$ cat config.mk
export PLATFORM = sky130hd
export DESIGN_NAME = lcd1602_responder_flat
export DESIGN_NICKNAME = d
export VERILOG_FILES = /design/src/rtl/lcd1602_pkg.sv /design/src/rtl/lcd1602_responder_if.sv /design/src/rtl/lcd1602_bus_sync.sv /design/src/rtl/lcd1602_responder.sv /design/src/flat_wrapper.sv
export SDC_FILE = /design/constraint.sdc
export NUM_CORES = 1
export LEC_CHECK = 0
export CORE_ASPECT_RATIO = 0.7
export CORE_MARGIN = 1.5
export CORE_UTILIZATION = 58
export DETAILED_ROUTE_END_ITERATION = 8
export HOLD_SLACK_MARGIN = 0.05
export PLACE_DENSITY = 0.75
export SKIP_LAST_GASP = 1
export SYNTH_ARGS = -nofsm -noshare
export SYNTH_HDL_FRONTEND = slang
export SYNTH_SLANG_ARGS = --single-unit
$ cat constraint.sdc
create_clock -name clock_50mhz -period 7.6 [get_ports clock_50mhz]
set_clock_uncertainty 0.05 [all_clocks]
set_input_delay 1.52 -clock clock_50mhz [delete_from_list [all_inputs] [get_ports clock_50mhz]]
set_output_delay 1.52 -clock clock_50mhz [all_outputs]
set_load 0.02 [all_outputs]
$ cat src/rtl/lcd1602_pkg.sv
// lcd1602_pkg: instruction bits, DDRAM address map, state enum and address helpers
// shared by the LCD1602 responder files.
package lcd1602_pkg;
    localparam int B_CLEAR = 0;
    localparam int B_HOME  = 1;
    localparam int B_ENTRY = 2;
    localparam int B_DISP  = 3;
    localparam int B_SHIFT = 4;
    localparam int B_FUNC  = 5;
    localparam int B_CGRAM = 6;
    localparam int B_DDRAM = 7;
    localparam int B_ID    = 1;
    localparam int B_RL    = 2;
    localparam int B_SC    = 3;
    localparam int B_DL    = 4;

    localparam logic [6:0] LINE1_BASE = 7'h00;
    localparam logic [6:0] LINE1_LAST = 7'h27;
    localparam logic [6:0] LINE2_BASE = 7'h40;
    localparam logic [6:0] LINE2_LAST = 7'h67;
    localparam int         LINE_LEN    = 40;
    localparam int         DDRAM_DEPTH = 80;
    localparam logic [7:0] BLANK       = 8'h20;

    typedef enum logic [1:0] {IDLE, SWEEP, BUSY} state_e;

    typedef enum logic [3:0] {
        I_NONE, I_CLEAR, I_HOME, I_ENTRY, I_DISP, I_SHIFT, I_FUNC, I_CGRAM, I_DDRAM
    } instr_e;

    function automatic instr_e decode_instr(input logic [7:0] b);
        return b[B_DDRAM] ? I_DDRAM :
               b[B_CGRAM] ? I_CGRAM :
               b[B_FUNC]  ? I_FUNC  :
               b[B_SHIFT] ? I_SHIFT :
               b[B_DISP]  ? I_DISP  :
               b[B_ENTRY] ? I_ENTRY :
               b[B_HOME]  ? I_HOME  :
               b[B_CLEAR] ? I_CLEAR : I_NONE;
    endfunction

    // Both lines share the same low-6-bit range, so bit 6 only picks the line.
    function automatic logic ac_valid(input logic [6:0] a);
        return a[5:0] <= LINE1_LAST[5:0];
    endfunction

    function automatic logic [6:0] ac_idx(input logic [6:0] a);
        return a[6] ? a - LINE2_BASE + 7'(LINE_LEN) : a;
    endfunction

    function automatic logic [6:0] ac_step(input logic [6:0] a, input logic inc);
        return inc ? (a == LINE1_LAST ? LINE2_BASE : a == LINE2_LAST ? LINE1_BASE : a + 7'd1)
                   : (a == LINE1_BASE ? LINE2_LAST : a == LINE2_BASE ? LINE1_LAST : a - 7'd1);
    endfunction
endpackage

$ cat src/rtl/lcd1602_responder_if.sv
// lcd1602_responder_if: LCD1602 parallel bus between an LCD master and the responder.
interface lcd1602_responder_if;
    logic       lcd_EN;
    logic       lcd_RS;
    logic       lcd_RW;
    logic [7:0] lcd_data_in;
    logic [7:0] lcd_data_out;
    logic       lcd_data_oe;

    modport master (output lcd_EN, lcd_RS, lcd_RW, lcd_data_in, input lcd_data_out, lcd_data_oe);
    modport slave  (input lcd_EN, lcd_RS, lcd_RW, lcd_data_in, output lcd_data_out, lcd_data_oe);
endinterface

$ cat src/rtl/lcd1602_bus_sync.sv
// lcd1602_bus_sync: 2-flop synchronizers for the LCD bus and EN falling-edge detect; the
// *_p outputs hold RS/RW/data from the cycle before the detected edge.
module lcd1602_bus_sync (
    input  logic       clk,
    input  logic       rst_n,
    input  logic       en_raw,
    input  logic       rs_raw,
    input  logic       rw_raw,
    input  logic [7:0] data_raw,
    output logic       en,
    output logic       rs,
    output logic       rw,
    output logic       fall,
    output logic       rs_p,
    output logic       rw_p,
    output logic [7:0] data_p
);
    logic [1:0] en_ff, rs_ff, rw_ff;
    logic [7:0] d0, d1;
    logic       en_d;

    always_ff @(posedge clk or negedge rst_n) begin
        if (!rst_n) begin
            en_ff  <= '0;
            rs_ff  <= '0;
            rw_ff  <= '0;
            d0     <= '0;
            d1     <= '0;
            en_d   <= 1'b0;
            rs_p   <= 1'b0;
            rw_p   <= 1'b0;
            data_p <= '0;
        end else begin
            en_ff  <= {en_ff[0], en_raw};
            rs_ff  <= {rs_ff[0], rs_raw};
            rw_ff  <= {rw_ff[0], rw_raw};
            d0     <= data_raw;
            d1     <= d0;
            en_d   <= en_ff[1];
            rs_p   <= rs_ff[1];
            rw_p   <= rw_ff[1];
            data_p <= d1;
        end
    end

    assign en   = en_ff[1];
    assign rs   = rs_ff[1];
    assign rw   = rw_ff[1];
    assign fall = en_d & ~en_ff[1];
endmodule

$ cat src/rtl/lcd1602_responder.sv
// lcd1602_responder: HD44780-style LCD1602 bus responder with DDRAM, busy timing and a host peek port.
// Define LCD1602_4BIT_EN to honour DL=0 nibble transfers; without it the bus is always 8-bit.
module lcd1602_responder
    import lcd1602_pkg::*;
#(
    parameter int BUSY_CYCLES  = 2000,
    parameter int CLEAR_CYCLES = 76500
) (
    input  logic               clock_50mhz,
    input  logic               reset_n,
    lcd1602_responder_if.slave bus,
    input  logic [6:0]         rd_addr,
    output logic [7:0]         rd_data,
    output logic               busy,
    output logic [6:0]         ac,
    output logic [2:0]         disp_ctrl,
    output logic               bus_violation
);
    localparam int MAXC = CLEAR_CYCLES > BUSY_CYCLES ? CLEAR_CYCLES : BUSY_CYCLES;
    localparam int CW   = $clog2(MAXC + 1);
    localparam logic [CW-1:0] BUSY_LD  = CW'(BUSY_CYCLES - 1);
    localparam logic [CW-1:0] CLEAR_LD = CW'(CLEAR_CYCLES - 1);
    localparam logic [CW-1:0] ONE      = CW'(1);

    logic          sy_en, sy_rs, sy_rw, fall, rs_p, rw_p;
    logic [7:0]    data_p;
    state_e        state;
    logic [CW-1:0] cnt;
    logic [6:0]    sweep_idx;
    logic          id;
    logic [7:0]    ddram [DDRAM_DEPTH];
    logic [7:0]    rdv, rd_out, byte_v, mem_wd;
    logic [6:0]    mem_addr;
    logic          whole, wr_bad, wr_go, ins, dat_wr, dat_rd, mem_we;
    instr_e        op;

    lcd1602_bus_sync u_sync (
        .clk      (clock_50mhz),
        .rst_n    (reset_n),
        .en_raw   (bus.lcd_EN),
        .rs_raw   (bus.lcd_RS),
        .rw_raw   (bus.lcd_RW),
        .data_raw (bus.lcd_data_in),
        .en       (sy_en),
        .rs       (sy_rs),
        .rw       (sy_rw),
        .fall     (fall),
        .rs_p     (rs_p),
        .rw_p     (rw_p),
        .data_p   (data_p)
    );

    assign rdv = sy_rs ? ddram[ac_idx(ac)] : {busy, ac};

`ifdef LCD1602_4BIT_EN
    logic       dl, nib;
    logic [3:0] hi;
    // In nibble mode only the edge carrying the low nibble completes a byte.
    assign whole  = dl | nib;
    assign byte_v = dl ? data_p : {hi, data_p[7:4]};
    assign rd_out = dl ? rdv : nib ? {rdv[3:0], 4'h0} : {rdv[7:4], 4'h0};
`else
    assign whole  = 1'b1;
    assign byte_v = data_p;
    assign rd_out = rdv;
`endif

    assign wr_bad   = fall & ~rw_p & busy;
    assign wr_go    = fall & ~rw_p & ~busy & whole;
    assign ins      = wr_go & ~rs_p;
    assign dat_wr   = wr_go & rs_p;
    assign dat_rd   = fall & rw_p & rs_p & whole;
    assign op       = decode_instr(byte_v);
    assign mem_we   = state == SWEEP || dat_wr;
    assign mem_addr = state == SWEEP ? sweep_idx : ac_idx(ac);
    assign mem_wd   = state == SWEEP ? BLANK : byte_v;

    always_ff @(posedge clock_50mhz or negedge reset_n) begin
        if (!reset_n) begin
            state            <= SWEEP;
            busy             <= 1'b1;
            cnt              <= CLEAR_LD;
            sweep_idx        <= '0;
            ac               <= LINE1_BASE;
            id               <= 1'b1;
            disp_ctrl        <= '0;
            bus_violation    <= 1'b0;
            bus.lcd_data_oe  <= 1'b0;
            bus.lcd_data_out <= '0;
`ifdef LCD1602_4BIT_EN
            dl               <= 1'b1;
            nib              <= 1'b0;
            hi               <= '0;
`endif
        end else begin
            bus.lcd_data_oe  <= sy_en & sy_rw;
            bus.lcd_data_out <= (sy_en & sy_rw) ? rd_out : 8'h00;
            if (wr_bad)
                bus_violation <= 1'b1;
            case (state)
                SWEEP: begin
                    sweep_idx <= sweep_idx + 7'd1;
                    cnt       <= cnt - ONE;
                    if (sweep_idx == 7'(DDRAM_DEPTH - 1))
                        state <= BUSY;
                end
                BUSY: begin
                    cnt <= cnt - ONE;
                    if (cnt == '0) begin
                        busy  <= 1'b0;
                        state <= IDLE;
                    end
                end
                default: ;
            endcase
            // A data read may land inside a clear window; never shorten it.
            if (dat_rd) begin
                ac   <= ac_step(ac, id);
                busy <= 1'b1;
                cnt  <= (state != IDLE && cnt > BUSY_LD) ? cnt - ONE : BUSY_LD;
                if (state != SWEEP)
                    state <= BUSY;
            end
            if (dat_wr) begin
                ac    <= ac_step(ac, id);
                busy  <= 1'b1;
                cnt   <= BUSY_LD;
                state <= BUSY;
            end
            if (ins) begin
                busy  <= 1'b1;
                cnt   <= BUSY_LD;
                state <= BUSY;
                case (op)
                    I_CLEAR: begin
                        state     <= SWEEP;
                        sweep_idx <= '0;
                        cnt       <= CLEAR_LD;
                        ac        <= LINE1_BASE;
                        id        <= 1'b1;
                    end
                    I_HOME: begin
                        cnt <= CLEAR_LD;
                        ac  <= LINE1_BASE;
                    end
                    I_ENTRY: id <= byte_v[B_ID];
                    I_DISP:  disp_ctrl <= byte_v[2:0];
                    I_SHIFT: if (!byte_v[B_SC]) ac <= ac_step(ac, byte_v[B_RL]);
                    I_DDRAM: if (ac_valid(byte_v[6:0])) ac <= byte_v[6:0]; else bus_violation <= 1'b1;
                    default: ;
                endcase
            end
`ifdef LCD1602_4BIT_EN
            if (fall && !whole && (rw_p || !busy)) begin
                nib <= 1'b1;
                hi  <= data_p[7:4];
            end
            if (fall && whole && (rw_p || !busy))
                nib <= 1'b0;
            if (ins && op == I_FUNC) begin
                dl  <= byte_v[B_DL];
                nib <= 1'b0;
            end
`endif
        end
    end

    always_ff @(posedge clock_50mhz)
        if (mem_we)
            ddram[mem_addr] <= mem_wd;

    // Reads the pre-write contents when the peek collides with an internal write.
    always_ff @(posedge clock_50mhz or negedge reset_n)
        if (!reset_n)
            rd_data <= '0;
        else
            rd_data <= rd_addr < 7'(DDRAM_DEPTH) ? ddram[rd_addr] : 8'h00;
endmodule
$ cat src/flat_wrapper.sv
// flat-port wrapper written by rule: the top's interface ports become plain ports
module lcd1602_responder_flat import lcd1602_pkg::*;
#(
    parameter int BUSY_CYCLES  = 2000,
    parameter int CLEAR_CYCLES = 76500
)
  (clock_50mhz, reset_n, rd_addr, rd_data, busy, ac, disp_ctrl, bus_violation, bus_lcd_EN, bus_lcd_RS, bus_lcd_RW, bus_lcd_data_in, bus_lcd_data_out, bus_lcd_data_oe);
  lcd1602_responder_if bus_i ();
  input  logic clock_50mhz;
  input  logic reset_n;
  input  logic [6:0] rd_addr;
  output logic [7:0] rd_data;
  output logic busy;
  output logic [6:0] ac;
  output logic [2:0] disp_ctrl;
  output logic bus_violation;
  input wire logic [$bits(bus_i.lcd_EN)-1:0] bus_lcd_EN;
  input wire logic [$bits(bus_i.lcd_RS)-1:0] bus_lcd_RS;
  input wire logic [$bits(bus_i.lcd_RW)-1:0] bus_lcd_RW;
  input wire logic [$bits(bus_i.lcd_data_in)-1:0] bus_lcd_data_in;
  output wire logic [$bits(bus_i.lcd_data_out)-1:0] bus_lcd_data_out;
  output wire logic [$bits(bus_i.lcd_data_oe)-1:0] bus_lcd_data_oe;
  assign bus_i.lcd_EN = bus_lcd_EN;
  assign bus_i.lcd_RS = bus_lcd_RS;
  assign bus_i.lcd_RW = bus_lcd_RW;
  assign bus_i.lcd_data_in = bus_lcd_data_in;
  assign bus_lcd_data_out = bus_i.lcd_data_out;
  assign bus_lcd_data_oe = bus_i.lcd_data_oe;
  lcd1602_responder #(.BUSY_CYCLES(BUSY_CYCLES), .CLEAR_CYCLES(CLEAR_CYCLES)) u_core (.clock_50mhz(clock_50mhz), .reset_n(reset_n), .bus(bus_i), .rd_addr(rd_addr), .rd_data(rd_data), .busy(busy), .ac(ac), .disp_ctrl(disp_ctrl), .bus_violation(bus_violation));
endmodule
# == After elaboration in Yosys (flattened, before gate mapping) ==
# Memory sizes are Yosys's and may differ from the RTL's.
# Index checks and enable logic that the tools add are counted.
# classes
n_addsub,6
order_cmp,3
n_eq_ne,13
mux,55
bitwise,13
n_reduce_logical,14
# ops
op,count
2-to-1 mux 7 bit,16
2-to-1 mux 17 bit,6
2-to-1 mux 8 bit,4
2-to-1 mux 4 bit,7
"equality test 7 bit, second input constant",3
case mux 7 bit (3 select lines),1
"greater-than comparator 17 x 11 -> 1 bit, second input constant",1
logical NOT 17 bit,1
"subtractor 17 x 1 -> 17 bit, second input constant",1
"adder 7 x 1 -> 7 bit, second input constant",2
2-to-1 mux 2 bit,7
2-to-1 mux 1 bit,12
nonzero test 4 bit,3
AND 1 bit,9
"equality test 4 x 2 -> 1 bit, second input constant",2
"equality test 4 x 3 -> 1 bit, second input constant",2
"adder 7 x 6 -> 7 bit, second input constant",1
"equality test 7 x 6 -> 1 bit, second input constant",1
logical NOT 7 bit,1
"< comparator 7 bit, second input constant",1
"subtractor 7 x 1 -> 7 bit, second input constant",1
"subtractor 7 bit, second input constant",1
"<= comparator 6 bit, second input constant",1
AND reduction 2 bit,3
12 further kinds,17
# totals
regBits,89
ram_bits,640
out_inout_bits,29
elab_cells,125
mem_count,1
# memory_table
name,words,word_bits,rd,rd_ports_with_merged_regs,wr,line,source
u_core.ddram,80,8,2,0,1,lcd1602_responder.sv:31,logic [7:0] ddram [DDRAM_DEPTH];

# == Longest topological paths before layout ==
# Gate-level depths: netlist (run 1).
# logic_depth
depth_word,12
ltp_mapped,12
ltp_nobuf,8

# == Hierarchy ==
# Synthesis (run 1) repeated with hierarchy kept, for this count alone.
# unflattened
hier_cells,2161
area_unflattened_um2,34533.1
# by_module_without_submodules
mod,instances,cells_per_inst,area_each_um2,seq_area_each_um2
lcd1602_responder,1,2127,33693.6,20634.8
lcd1602_bus_sync,1,34,839.6,825.8

# == Worst setup path before layout (run 1) ==
# OpenSTA, ideal clock, no wires.
# synth_path
kind,flip-flop to flip-flop
from,reg u_core.state[1]
to,mem u_core.ddram[0][7] (data pin)
setup_time_ns,0.594
arrival_time_ns,3.265
t_required_ns,6.956
path_slack_ns,3.691
path_stages_with_launch,7
period_less_slack_ns,3.909
path_cell_list,dfrtp_1 inv_1 ha_1 clkbuf_1 clkbuf_1 clkbuf_1 nor2b_1
# synth_between
elab_chain_cells,2
# synth_lines
element,line,source
"start, declared",lcd1602_responder.sv:27,state_e state;
"start signal, assigned",lcd1602_responder.sv:80,state <= SWEEP;
"start signal, assigned",lcd1602_responder.sv:105,state <= BUSY;
"start signal, assigned",lcd1602_responder.sv:111,state <= IDLE;
equality test 2 x 1 -> 1 bit,lcd1602_responder.sv:76,assign mem_wd = state == SWEEP ? BLANK : byte_v;
2-to-1 mux 8 bit,lcd1602_responder.sv:76,
named net u_core.mem_wd[7],lcd1602_responder.sv:32,"logic [7:0] rdv, rd_out, byte_v, mem_wd;"
"end, declared",lcd1602_responder.sv:31,
# The timed path passes the listed nets, and every way through them passes these cells.

# == Worst setup path in the final report (run 1) ==
# layout_path
from,reg u_core.ac[3]
to,"mem u_core.ddram[41][4], enable pin"
# layout_between
elab_chain_cells,4
# layout_lines
element,line,source
"start, declared",lcd1602_responder.sv:15,"output logic [6:0] ac,"
"start signal, assigned",lcd1602_responder.sv:118,"ac <= ac_step(ac, id);"
"start signal, assigned",lcd1602_responder.sv:125,"ac <= ac_step(ac, id);"
"start signal, assigned",lcd1602_responder.sv:148,"I_SHIFT: if (!byte_v[B_SC]) ac <= ac_step(ac, byte_v[B_RL]);"
subtractor 7 bit,lcd1602_pkg.sv:48,return a[6] ? a - LINE2_BASE + 7'(LINE_LEN) : a;
adder 7 x 6 -> 7 bit,lcd1602_pkg.sv:48,
2-to-1 mux 7 bit *,lcd1602_pkg.sv:48,
2-to-1 mux 7 bit *,lcd1602_responder.sv:75,assign mem_addr = state == SWEEP ? sweep_idx : ac_idx(ac);
# Every way passes the cells marked *; elsewhere a longest branch is shown, timed or not.

==> results, run 1 <==
- The flow ran to the end, and the final reports show no timing, DRC or antenna violations.
- From synthesis to final layout, the design area changed by 10.2%.
- The cts-stage hold buffer count is 0.
- The number of H-tree levels is 3.
- The final number of setup-violating endpoints is 0.
- The area of placed instances is roughly 36,000 um^2.
- The sum of negative setup slack is 0 ps.
- The sort of element at the start of the critical path is a flip-flop.
- The worst-case IR drop observed on VDD is ~290 uV.
- Entering global routing, the biggest net connects 110 pins.
- The total area of multi-input combinational cells is between 10,000 and 15,000 um^2.
- The number of unique standard cell types used by synthesis is 69.
- The signal on the critical path passes through inv_1, ha_1, nand2b_1, o22ai_1, nor2_1, a21oi_1, nand2_1, nor2_1.
- The critical path's slowest cell is sky130_fd_sc_hd__nor2_1.
- The synthesized design spends more area on one cell type than any other, namely sky130_fd_sc_hd__edfxtp_1.
- The count of filler cells inserted in the layout is about 4,000.
- Detailed placement finished with a half-perimeter wire length of roughly 61,000 um.
- In this run the biggest area consumer among cell types represents 55.5% of the synthesized area.
- The first routing iteration left 3,569 violations.
- Of the available clock period, the critical path in the final layout requires between 50 and 60%.
- TritonCTS built the clock tree.
- The post-cts repair resize count is 0.
- The post-synthesis instance area is between 30,000 and 40,000 um^2.
- The clock sink count is around 730.
- Setup repair after global routing left no endpoint under its margin.
- The overall via count from detail_route is around 21,000.
- The number of slew-limit violations in the final report is 0.
- After global routing the overflow that remains totals 0.
- The sequential share of the synthesized area is 61.9%.
- The remaining max-slew budget at the tightest pin is under 10%.
- The clock period minus final worst setup slack is 4390 ps.
- The clock latency on the worst-skew pair is 610 ps.
- The register bit count reported by yosys is ~730.
- In the final routed layout, each cell accounts on average for between 30 and 40 um.
- The post-synthesis instance total is between 2,000 and 2,500.
- Of all flip-flops after synthesis, the portion carrying an async set or reset was about an eighth.
- The die width is ~300 um.
- The analysis attributes to cell leakage a power of approximately 12 nW.
- The effective utilization at floorplan is between 50 and 60%.
- The most repeated library cell on the critical path is sky130_fd_sc_hd__nor2_1.
- The floorplan step defined a die boundary enclosing 61,200 um^2.
- Dividing total power by cell area gives a power density of ~300 nW/um^2.
- The post-synthesis average cell area is approximately 17 um^2.
- The share of cells above drive strength 1 is about a quarter.
- The boundary pin count is 49.
- From bottom edge to top edge, the die measures between 200 and 250 um.
- For the pin with the worst max-slew slack, the measured transition is ~1400 ps.
- Max-cap violations in this run came to 0.
- During synthesis, Yosys emitted a total of 0 warnings.
- The number of enable flip-flop cells after synthesis is 640.
- In the routed design, unresolved DRC markers number 0.
- The global-route usage over all layers is between 30 and 40%.
- The number of port buffers is 48.
- The worst setup path is captured at a flip-flop.
- The first-pass GRT wire length is 142,000 um.
- The congestion estimate from routability-driven global placement came to between 0.9 and 1.
- Counting instances in the post-synthesis netlist gives the leading cell types as sky130_fd_sc_hd__edfxtp_1, sky130_fd_sc_hd__mux4_2, sky130_fd_sc_hd__nor2_1.
- The register area is around 21,000 um^2.
- In this run the deepest clock path goes through 3 buffers.
- Static timing analysis puts the maximum clock frequency at around 230 MHz.
- Along the worst path, the maximum fanout reaches 19.
- The finished cells cover around 38,000 um^2.
- The number of hold-slack violations in the final timing report is 0.
- The first detailed-routing pass ran for 8 iterations.
- By area the synthesized netlist is led by sky130_fd_sc_hd__edfxtp_1, sky130_fd_sc_hd__mux4_2, sky130_fd_sc_hd__dfrtp_1, sky130_fd_sc_hd__mux2i_1, sky130_fd_sc_hd__nor2_1.
- The endpoint required time on the critical path is about 7800 ps.
- The number of antenna violations at the first check in global routing is 1.
- The final layout contains routed wiring with a total length of just under 100,000 um.
- The total CTS buffers is 69.
- In this design, the stage delay of the slowest critical-path cell is ~1000 ps.
- The number of global-route vias before repair came to roughly 21,000.
- By instance count, the leading cell after synthesis is sky130_fd_sc_hd__edfxtp_1.
- The routed via count divided by cell count is roughly 7.3.
- The count of nets left with antenna violations once routing finished came out at 0.
- The total area inside the core boundary comes to roughly 59,000 um^2.
- The category of the critical setup timing path is flip-flop to flip-flop.
- The worst min-delay path class is flip-flop to flip-flop.
- The buffer type at the clock tree root is sky130_fd_sc_hd__clkbuf_16.
- The number of rows in the core area is between 70 and 80.
- For this run, the post-layout net count is between 2,000 and 2,500.
- Buffers added to address setup during post-CTS repair amount to 0.
- The post-synth net total is 2,042.
- The leading register cell type out of synthesis is sky130_fd_sc_hd__edfxtp_1.
- The clock-pin slew of the registers on the worst-case setup and hold paths is ~60 ps.
- The data arrival time of the worst path is approximately 4600 ps.
[cells in the final DEF, fill, tap and decap left out, types with 9 or more instances in the layout]
| cell | instances |
|---|---|
| sky130_fd_sc_hd__a211oi_1 | 12 |
| sky130_fd_sc_hd__a21oi_1 | 46 |
| sky130_fd_sc_hd__a221oi_1 | 23 |
| sky130_fd_sc_hd__a22oi_1 | 17 |
| sky130_fd_sc_hd__and3_1 | 10 |
| sky130_fd_sc_hd__buf_4 | 56 |
| sky130_fd_sc_hd__clkbuf_1 | 16 |
| sky130_fd_sc_hd__clkbuf_16 | 74 |
| sky130_fd_sc_hd__clkdlybuf4s50_1 | 44 |
| sky130_fd_sc_hd__clkinv_1 | 13 |
| sky130_fd_sc_hd__clkinv_2 | 10 |
| sky130_fd_sc_hd__dfrtp_1 | 74 |
| sky130_fd_sc_hd__dfstp_2 | 12 |
| sky130_fd_sc_hd__edfxtp_1 | 640 |
| sky130_fd_sc_hd__ha_1 | 11 |
| sky130_fd_sc_hd__inv_1 | 20 |
| sky130_fd_sc_hd__mux2_2 | 16 |
| sky130_fd_sc_hd__mux2i_1 | 76 |
| sky130_fd_sc_hd__mux4_2 | 327 |
| sky130_fd_sc_hd__nand2_1 | 127 |
| sky130_fd_sc_hd__nand2b_1 | 20 |
| sky130_fd_sc_hd__nand3_1 | 45 |
| sky130_fd_sc_hd__nand4_1 | 18 |
| sky130_fd_sc_hd__nor2_1 | 126 |
| sky130_fd_sc_hd__nor2b_1 | 14 |
| sky130_fd_sc_hd__nor3_1 | 10 |
| sky130_fd_sc_hd__o21ai_0 | 38 |
| sky130_fd_sc_hd__o22ai_1 | 21 |
| sky130_fd_sc_hd__xnor2_1 | 15 |
| sky130_fd_sc_hd__xor2_1 | 9 |
[registers in the layout (all words and copies together), names as in the netlist, 3 cells and up]
| name | count |
|---|---|
| u_core.ddram | 640 |
| u_core.cnt | 17 |
| u_core.bus.lcd_data_out | 8 |
| u_core.rd_data | 8 |
| u_core.u_sync.d0 | 8 |
| u_core.u_sync.d1 | 8 |
| u_core.u_sync.data_p | 8 |
| u_core.ac | 7 |
| u_core.sweep_idx | 7 |
| u_core.disp_ctrl | 3 |
[kinds of logic after synthesis]
family,after synthesis,share of synthesized area [%]
fa+ha+maj,12,0.433
flops,729,61.9
simple gates,427,5.79
buf+inv,162,2.52
mux,421,24.1
compound gates,233,4.54
xor+xnor,26,0.657
[area by class of cell]
cell class              count  share of cell area [%]
diodes                      2                  0.0131
clock buffers              93                    5.12
clock inverters            31                   0.741
inverters                  23                   0.226
multi-input cells        1119                    32.5
flip-flops and latches    729                    56.2
well taps                 798                    2.62
repair buffers            107                    2.56
[worst max-delay path, delay by kind of cell, from the launching register on]
kind                     cells  cell delay (ps)
adder cells (fa/ha/maj)      1              400
buffers and inverters        1              290
AO/OA/AOI/OAI                2              860
AND/OR/NAND/NOR              4             1560
flip-flops                   1              810
[report_power, final]
group | switching [mW] | internal (mW)
clock | 1.49 | 1.98
sequential | 0.215 | 4.44
combinational | 2.19 | 1.36
total | 3.89 | 7.78
[final timing paths]
check / startpoint / endpoint / slack [ps] / cells past startpoint
worst max-delay path: u_core.ac[3] / u_core.ddram[41][4] / 3210 / 8
worst min-delay path: u_core.u_sync.d0[2] / u_core.u_sync.d1[2] / 290 / 0
worst max register to register: u_core.ac[3] / u_core.ddram[41][4] / 3210 / 8
worst min register to register: u_core.u_sync.d0[2] / u_core.u_sync.d1[2] / 290 / 0
max in group asynchronous: reset_n / u_core.ac[0] / 5360 / 2
min in group asynchronous: reset_n / u_core.bus.lcd_data_out[2] / 770 / 1
[routing by layer]
metal	wire, um	vias up	share of wire [%]	global-route usage, %
met2	41600	1700	43	44.8
met5	12	-	0.012	0
li1	-	8360	-	-
met3	15200	214	16	12.7
met4	3120	2	3.2	9.97
met1	36800	10937	38	47.8
[stage by stage]
step | total power [mW] | instances | hold slack, ps | worst slack, ps | utilization (%)
CTS | 11.6 | 2899 | 303 | 3240 | 65.0
finish | 11.7 | 2902 | 294 | 3210 | 65.0
detailed placement | 8.16 | 2775 | 286 | 2870 | 61.2
global placement | 8.12 | 2775 | 284 | 2880 | 61.2
global route | 12.0 | 2900 | 306 | 3040 | 65.0
floorplan | 6.98 | 2010 | 281 | 3690 | -
No activity file was read; power rests on OpenSTA's default activity.
==> run 2: changes to the inputs <==
--- a/config.mk
+++ b/config.mk
@@ -7,10 +7,10 @@
 export LEC_CHECK = 0
 export CORE_ASPECT_RATIO = 0.7
 export CORE_MARGIN = 1.5
-export CORE_UTILIZATION = 58
+export CORE_UTILIZATION = 57
 export DETAILED_ROUTE_END_ITERATION = 8
 export HOLD_SLACK_MARGIN = 0.05
-export PLACE_DENSITY = 0.75
+export PLACE_DENSITY = 0.76
 export SKIP_LAST_GASP = 1
 export SYNTH_ARGS = -nofsm -noshare
 export SYNTH_HDL_FRONTEND = slang
==> constraint.sdc (replaced) <==
create_clock -name clock_50mhz -period 3.82 [get_ports clock_50mhz]
set_clock_uncertainty 0.05 [all_clocks]
set_input_delay 0.764 -clock clock_50mhz [delete_from_list [all_inputs] [get_ports clock_50mhz]]
set_output_delay 0.764 -clock clock_50mhz [all_outputs]
set_load 0.02 [all_outputs]
==> run 2 against run 1 <==
Net effect:
- routed wire length up 3.8%
- sequential share of layout area is 1.3 points lower
- register-to-register slack lost 2700 ps
- sequential cell count stayed put
==> results, run 2 (synthesis gave the netlist of run 1 again) <==
- The critical path's slowest cell is sky130_fd_sc_hd__dfrtp_1.
- The worst min-delay path class is input port to asynchronous set/reset pin.
- The buffers inserted during post-CTS setup optimization is 0 (unchanged).
- The endpoint required time on the critical path was 4110 ps (-3650 ps).
- The hold slack is 173 ps (-120 ps).
- The sum of negative setup slack came to 0 ps (unchanged).
- The category of the critical setup timing path is flip-flop to flip-flop.
- Walking the worst path, the cells encountered are buf_4, nand2b_1, o22ai_1, nor2_1, a21oi_1, nand2_1, nor2_1, buf_4.
- In this run the top signal layer used is met5.
- The remaining max-slew budget at the tightest pin is 25.6% (+18 points).
- The cell depth of the worst flop-to-flop path was 8 (unchanged).
- The clock sink count was 729 (unchanged).
- The number of rows in the core area is 75 (+1.4%).
- The largest net degree at the start of global routing is 81 (-26%).
- The clock tree from TritonCTS is yes.
- The highest attainable clock frequency is 304 MHz (+34%).
- The number of buffer and inverter stages on the critical path is 2 (+1).
- The type of element capturing the critical path is a flip-flop.
- The transition time at the pin with the least slew margin is 1110 ps (-277 ps).
- The data arrival time of the worst path is 3570 ps (-980 ps).
- The run finished with clean final reports.
- The clock latency on the worst-skew pair is 630 ps (+20 ps).
- The share of cells above drive strength 1 is 29.5% (+3.6 points).
- The routed via count divided by cell count is 7.27 (-0.57%).
- The number of antenna violations at the first check in global routing was 1 (unchanged).
- The number of global-route vias before repair was 21,516 (+2.8%).
- The placed wire-length estimate after detailed placement is 66,700 um (+9.8%).
- In this run the clock root is driven by a sky130_fd_sc_hd__clkbuf_16.
- The clock period minus final worst setup slack is 3280 ps (-1100 ps).
- The clock-pin slew of the registers on the worst-case setup and hold paths is 70 ps (about the same).
- The number of H-tree levels is 3 (unchanged).
- The remaining routing DRC violations is 0 (unchanged).
- More flip-flops sit in one register than any other, and that register is u_core.ddram.
- The detailed-routing iteration count for the pre-antenna-repair pass is 8 (unchanged).
- The worst path setup slack after routing is 535 ps (-2680 ps).
- The core area is 60,000 um^2 (+2.2%).
- The count of routing violations after the opening detailed-route iteration is 4,064 (+14%).
- The largest incremental delay on the critical path is 720 ps (-310 ps).
- The first-pass GRT wire length came to 147,000 um (+3.9%).
- The number of flip-flops in the largest register was 640 (unchanged).
- The startpoint identified for the worst register-to-register timing path is u_core.ac[6].
- The wire length on met2 came to 43,300 um (+3.9%).
- The leakage dissipation is 12.9 nW (+4.7%).
- The worst-case setup slack after placement is 311 ps (-2550 ps).
- The setup slack of the worst register-to-register path is 540 ps (-2680 ps).
- The post-route met1 wirelength is 37,300 um (+1.5%).
- The die area is 62,300 um^2 (+1.7%).
- The number of max-capacitance violations reported is 0 (unchanged).
- The cts-stage hold buffer count is 0 (unchanged).
- The total CTS buffers is 69 (unchanged).
- The global-route usage over all layers is 32.8% (+0.43 points).
- The library cell used most frequently in the layout, excluding fill and tap cells, is sky130_fd_sc_hd__edfxtp_1.
- The final weighted congestion in routability-driven placement is 0.991 (+1.3%).
- Setup repair after global routing left no endpoint under its margin.
- The area growth from synthesis to layout is 12.7%.
- The worst-case clock buffer depth was 3 (unchanged).
- In the layout the commonest cells are sky130_fd_sc_hd__edfxtp_1, sky130_fd_sc_hd__mux4_2, sky130_fd_sc_hd__buf_4.
- The overflow left after global routing is 0 (unchanged).
- The overall via count from detail_route is 21,978 (+3.6%).
- The number of stages on the worst setup path is 8 (unchanged).
- The number of port buffers is 48 (unchanged).
- The die width is 298 um (+0.86%).
- In this run the critical register-to-register path is captured at u_core.ddram[40][5].
- The share of the clock period used by the worst path came to 86.0% (+28 points).
- The effective utilization at floorplan came to 57.8% (-1.2 points).
- The critical-path maximum fanout is 11 (-8).
- The number of slew-limit violations in the final report was 0 (unchanged).
- The routed wire length is 100,000 um (+3.8%).
- Among cell families on the critical path, the largest total delay comes from simple AND/OR/NAND/NOR gates.
- STA classifies the critical path startpoint as a flip-flop.
- The post-cts repair resize count is 0 (unchanged).
- The sum of met3 wire segment lengths after detailed routing is 16,100 um (+6.2%).
- The boundary pin count is 49 (unchanged).
- The largest registers in the layout are u_core.ddram (640), u_core.cnt (17).
- The net count reported at finish is 2,195 (+5.5%).
- The remaining number of nets flagged by the antenna check after routing is 0 (unchanged).
- The vertical extent of the die came to 209 um (+0.86%).
- The wire length per cell after detailed routing is 33.2 um (-0.39%).
- The power density over cell area is 599 nW/um^2 (+96%).
- The final number of setup-violating endpoints is 0 (unchanged).
- The maximum VDD drop is 399 uV (+37%).
- The number of hold-slack violations in the final timing report is 0 (unchanged).
run 2: metal layers:
metal / vias up / GRT usage, %
met5: - / 1.69
met4: 4 / 9.82
met3: 282 / 11.3
met2: 1920 / 46.5
met1: 11179 / 48.4
li1: 8593 / -
run 2: worst max-delay path by stage:
stage                                from                    endpoint  slack, ps
after floorplan           u_core.state[1]          u_core.ddram[0][7]        -90
after global placement         rd_addr[0]           u_core.rd_data[0]        340
after detailed placement       rd_addr[0]           u_core.rd_data[0]        310
after CTS                    u_core.ac[6]  u_core.bus.lcd_data_out[5]        700
after global routing         u_core.ac[6]         u_core.ddram[40][5]        520
final                        u_core.ac[6]         u_core.ddram[40][5]        540
run 2: metrics by stage:
step | util (%) | power (mW) | cell area [um^2] | cells
floorplan | - | 13.9 | 34600 | 2010
global placement | 61.7 | 16.5 | 37000 | 2900
detailed placement | 61.7 | 16.6 | 37000 | 2900
CTS | 65.1 | 23.2 | 39100 | 3023
global route | 65.1 | 24.0 | 39100 | 3023
finish | 65.1 | 23.4 | 39100 | 3024
run 2: worst reg2reg max path: stages (launching register included):
cell and delay [ps]:
sky130_fd_sc_hd__dfrtp_1 720, sky130_fd_sc_hd__buf_4 290, sky130_fd_sc_hd__nand2b_1 90, sky130_fd_sc_hd__o22ai_1 270
sky130_fd_sc_hd__nor2_1 70, sky130_fd_sc_hd__a21oi_1 490, sky130_fd_sc_hd__nand2_1 400, sky130_fd_sc_hd__nor2_1 390
sky130_fd_sc_hd__buf_4 250
run 2: area by class of cell:
type | instances | area (um^2)
sequential | 729 | 21500
fill | 3981 | 20900
multi-input combinational | 1119 | 12400
timing repair buffer | 221 | 2010
clock buffer | 96 | 1920
tap | 808 | 1010
clock inverter | 27 | 173
inverter | 23 | 86.3
antenna | 1 | 2.50
run 2: where the power goes:
group	switching (mW)	internal (mW)	total, mW
Combinational	4.66	2.95	7.61
Clock	2.98	3.60	6.58
Sequential	0.352	8.84	9.19
